## config.mk

```make
export PLATFORM = sky130hd
export DESIGN_NAME = pong_score_keeper
export DESIGN_NICKNAME = d
export VERILOG_FILES = /design/src/rtl/pong_score_keeper.sv
export SDC_FILE = /design/constraint.sdc
export NUM_CORES = 1
export LEC_CHECK = 0
export CORE_AREA = 2 2 84 86
export DETAILED_ROUTE_END_ITERATION = 10
export DIE_AREA = 0 0 86 88
export PLACE_DENSITY = 0.69
export SETUP_SLACK_MARGIN = 0.1
export SLEW_MARGIN = 20
export SYNTH_ARGS = -nofsm -noshare
export SYNTH_HDL_FRONTEND = slang
export SYNTH_SLANG_ARGS = --single-unit
```

## constraint.sdc

```tcl
create_clock -name clk -period 3 [get_ports clk]
set_clock_uncertainty 0.2 [all_clocks]
set_input_delay 0.6 -clock clk [delete_from_list [all_inputs] [get_ports clk]]
set_output_delay 0.6 -clock clk [all_outputs]
set_load 0.02 [all_outputs]
```

## src/rtl/pong_score_keeper.sv

```systemverilog
// Pong game-state controller: owns both scores, sequences serve/play/point/game-over,
// and presents frame-synchronous score copies plus ball control strobes.
module pong_score_keeper #(
  parameter int WIN_SCORE    = 9,
  parameter int SERVE_FRAMES = 60
) (
  input  logic       clk,
  input  logic       reset,
  input  logic       FRAME_TICK,
  input  logic       START,
  input  logic       BALL_OUT_LEFT,
  input  logic       BALL_OUT_RIGHT,
  output logic [7:0] PLAYER_ONE,
  output logic [7:0] PLAYER_TWO,
  output logic       BALL_RESET,
  output logic       BALL_ENABLE,
  output logic       SERVE_DIR,
  output logic       GAME_OVER,
  output logic       WINNER
);

  typedef enum logic [1:0] {
    IDLE  = 2'd0,
    SERVE = 2'd1,
    PLAY  = 2'd2,
    OVER  = 2'd3
  } state_t;

  localparam logic [7:0] WIN    = 8'(WIN_SCORE);
  localparam logic [7:0] FRAMES = 8'(SERVE_FRAMES);

  state_t     state, state_next;
  logic [7:0] s1, s1_next;
  logic [7:0] s2, s2_next;
  logic [7:0] frames, frames_next;
  logic       dir_next, winner_next;
  logic       start_q;
  logic       start_rise;
  logic [7:0] s1_inc, s2_inc;

  assign start_rise = START & ~start_q;
  assign s1_inc     = s1 + 8'd1;
  assign s2_inc     = s2 + 8'd1;

  always_comb begin
    state_next  = state;
    s1_next     = s1;
    s2_next     = s2;
    frames_next = frames;
    dir_next    = SERVE_DIR;
    winner_next = WINNER;
    case (state)
      IDLE, OVER: begin
        if (start_rise) begin
          s1_next     = 8'd0;
          s2_next     = 8'd0;
          frames_next = FRAMES;
          state_next  = SERVE;
        end
      end
      SERVE: begin
        if (FRAME_TICK) begin
          frames_next = frames - 8'd1;
          if (frames <= 8'd1) begin
            state_next = PLAY;
          end
        end
      end
      PLAY: begin
        // A tick coincident with a point is left to the display copy only.
        if (BALL_OUT_LEFT && BALL_OUT_RIGHT) begin
          frames_next = FRAMES;
          state_next  = SERVE;
        end else if (BALL_OUT_RIGHT) begin
          s1_next  = s1_inc;
          dir_next = 1'b1;
          if (s1_inc == WIN) begin
            winner_next = 1'b0;
            state_next  = OVER;
          end else begin
            frames_next = FRAMES;
            state_next  = SERVE;
          end
        end else if (BALL_OUT_LEFT) begin
          s2_next  = s2_inc;
          dir_next = 1'b0;
          if (s2_inc == WIN) begin
            winner_next = 1'b1;
            state_next  = OVER;
          end else begin
            frames_next = FRAMES;
            state_next  = SERVE;
          end
        end
      end
      default: state_next = IDLE;
    endcase
  end

  // Ball strobes and GAME_OVER are registered from the next state so they move with it.
  always_ff @(posedge clk) begin
    if (reset) begin
      state       <= IDLE;
      s1          <= 8'd0;
      s2          <= 8'd0;
      frames      <= 8'd0;
      start_q     <= 1'b1;
      PLAYER_ONE  <= 8'd0;
      PLAYER_TWO  <= 8'd0;
      BALL_RESET  <= 1'b1;
      BALL_ENABLE <= 1'b0;
      SERVE_DIR   <= 1'b0;
      GAME_OVER   <= 1'b0;
      WINNER      <= 1'b0;
    end else begin
      state       <= state_next;
      s1          <= s1_next;
      s2          <= s2_next;
      frames      <= frames_next;
      start_q     <= START;
      BALL_RESET  <= (state_next != PLAY);
      BALL_ENABLE <= (state_next == PLAY);
      GAME_OVER   <= (state_next == OVER);
      SERVE_DIR   <= dir_next;
      WINNER      <= winner_next;
      if (FRAME_TICK) begin
        PLAYER_ONE <= s1;
        PLAYER_TWO <= s2;
      end
    end
  end

endmodule

```

==> results.cfg <==
[setup_path]
worstPathMaxFanout = 10
crit_type = in -> reg
crit_family = buffers and inverters
worst_setup_path_start_kind = primary input
crit_buf_inv = 2
required_ns = 3.04
critPathCaptureType = flop
critPathMaxStageDelay_ns = 0.50
critPathArrivalTime_ns = 2.50
r2r_setup_slack_ns = 0.57
cp_cell_sequence = clkdlybuf4s50_1 > ha_1 > nor3b_2 > nand2_1 > a21boi_1 > buf_4 > and2_1 > nand3b_1 > a21oi_1
crit_slowest_cell = clkdlybuf4s50_1

[clock_network]
clock-sinks = 48
post-cts-setup-buffers = 0
cts_root_buffer = clkbuf_8
cts_tree = yes
post_cts_resized = 0
clock_latency_ns = 0.31
cts_buffer_depth = 2
cts_buffers = 5
clkTransAtPathRegs_ns = 0.09
hold_buffers = 0
h-tree-depth = 2

[synthesis]
synth_area_leader_cell = dfxtp_1
syn_inst = 305
synth_warnings = 0
synth_ff_type = dfxtp_1
synth.most_common_cell = dfxtp_1
yosysSeqAreaShare = 0.3696
synth_commonest_cells = 48 x dfxtp_1, 37 x nor2_1, 32 x nand2_1, 19 x a21oi_1, 18 x mux2i_1
synth-edff-count = 0
synthTopCellsByArea = dfxtp_1 37%, mux2i_1 6.9%, nor2_1 5.3%
synth_nets = 322
synth.top_cell.area_share = 0.3696
synth_seq_cells = 48
synth_area_um2 = 2600
synthArstFlopShare = 0
yosysUniqueCellTypes = 59
synth_area_per_cell_um2 = 8.525

[layout]
area_delta_synth_final_pct = 18.00
num-nets-final = 348
drive_gt1_frac = 0.09337
diodes = 0

[timing]
hold_violations = 0
setup_viol = 0
fmax_mhz = 406.7
hold_slack_ns = 0.2799
grt_setup_unrepaired = false
finalMaxSlewViolations = 0
tightest_slew_ns = 0.4517
min_period_over_period = 0.8195
period_minus_slack_ns = 2.459
tns_ns = 0
max_slew_margin = 0.6979

[floorplanning]
die_w_um = 86
start_util = 0.3913
boundaryPins = 27
coreArea_um2 = 6644
dieHeight_um = 88
dieArea_um2 = 7568
rows = 30

[place]
dp_hpwl_um = 4059
routabilityCongestion = 0.8560
io_buffers = 26

[global_route]
track_usage = 0.1617
antenna_found_initial = 0
overflow = 0
grt_pass1_wl_um = 9942
grt_max_degree = 39
first_global_vias = 2136

[detailed_routing]
drcViolationCount = 0
ant_nets = 0
routedWlPerCell_um = 14.02
routed_wirelength_um = 5778
drt_iter0_markers = 72
drt_pre_antenna_iters = 4
vias = 2268
avgViaCountPerCell = 5.505

[power]
p_per_area_nw_per_um2 = 468.6
power.leakage_uw = 0.001112
vdd_drop_max_uv = 161.7

[hold_path]
min_path_type = reg -> reg

[run]
drv_cap = 0

[outcome]
outcome = finished, final reports clean
-- cell type report --
cell class	instances	area, um^2
clock inverters	3	47.55
clock buffers	5	68.82
flip-flops and latches	48	960.9
well taps	80	100.1
fillers	650	3576
multi-input cells	229	1513
repair buffers	33	325.3
inverters	14	52.55
-- metal layers --
| layer | up-vias | GRT usage | share of wire | wire length (um) |
|---|---|---|---|---|
| li1 | 1149 | - | - | - |
| met1 | 1072 | 0.2197 | 0.49 | 2829 |
| met2 | 42 | 0.2622 | 0.47 | 2690 |
| met3 | 5 | 0.03205 | 0.035 | 205 |
| met4 | 0 | 0.04473 | 0.0090 | 52 |
| met5 | - | 0 | 0 | 0 |
-- cell usage in the layout, fill, tap and decap left out, types with 5 or more instances in the layout --
| cell type | Yosys | layout |
|---|---|---|
| nand3_1 | 8 | 8 |
| clkbuf_8 | 0 | 5 |
| a31oi_1 | 5 | 5 |
| buf_4 | 0 | 6 |
| o21ai_0 | 9 | 9 |
| nand2_1 | 32 | 32 |
| mux2i_1 | 18 | 18 |
| nor4_1 | 5 | 5 |
| nor3_1 | 8 | 8 |
| ha_1 | 11 | 11 |
| and3_1 | 5 | 5 |
| clkdlybuf4s50_1 | 0 | 26 |
| inv_1 | 14 | 14 |
| nand3b_1 | 5 | 5 |
| nor2_1 | 37 | 37 |
| a21oi_1 | 19 | 19 |
| dfxtp_1 | 48 | 48 |
| o31ai_1 | 5 | 5 |
-- worst reg2reg max path: stages, from the launching register on --
cell and delay (ns):
dfxtp_1 0.49, ha_1 0.29, nand3_2 0.17, mux2i_1 0.18, a31oi_2 0.36, o31a_2 0.31
a31oi_1 0.11, a311oi_1 0.24
-- state kept, by name, summed over array words and instances, names as in the netlist --
name and cells:
BALL_RESET 1, frames 8, BALL_ENABLE 1, start_q 1, PLAYER_ONE 8, s2 8
s1 8, GAME_OVER 1, PLAYER_TWO 8, state 2, WINNER 1, SERVE_DIR 1
-- through the flow --
step | cell area (um^2) | util | setup slack (ns) | power (uW) | instances
2_1_floorplan | 2600 | - | 0.8091 | 898.7 | 305
3_3_place_gp | 2952 | 0.4443 | 0.3116 | 962.6 | 404
3_5_place_dp | 2952 | 0.4443 | 0.2597 | 969.1 | 404
4_1_cts | 3068 | 0.4618 | 0.5736 | 1450 | 412
5_1_grt | 3068 | 0.4618 | 0.3560 | 1522 | 412
6_report | 3068 | 0.4618 | 0.5415 | 1438 | 412
-- final timing paths --
check                    startpoint                     end  depth (start not counted)
min reg2reg  SERVE_DIR$_SDFFE_PP0P_  SERVE_DIR$_SDFFE_PP0P_                          2
max                   BALL_OUT_LEFT      s2[4]$_SDFFE_PP0P_                          9
max reg2reg      s1[1]$_SDFFE_PP0P_  frames[3]$_SDFFE_PP0P_                          7
min          SERVE_DIR$_SDFFE_PP0P_  SERVE_DIR$_SDFFE_PP0P_                          2
-- report_power, final --
group	total, uW	internal, uW	switching (uW)
logic	278	111	167
registers	679	656	23.1
clock network	481	251	229
-- logic make-up (layout without fill, tap and decap cells) --
logic type	after synthesis	after routing	synth area share
simple gates	131	131	0.2628
buf+inv	28	55	0.04860
xor+xnor	2	2	0.006738
fa+ha+maj	11	11	0.05293
mux	19	19	0.07363
compound gates	66	66	0.1858
flops	48	48	0.3696
Power figures use the tool's default switching activity.
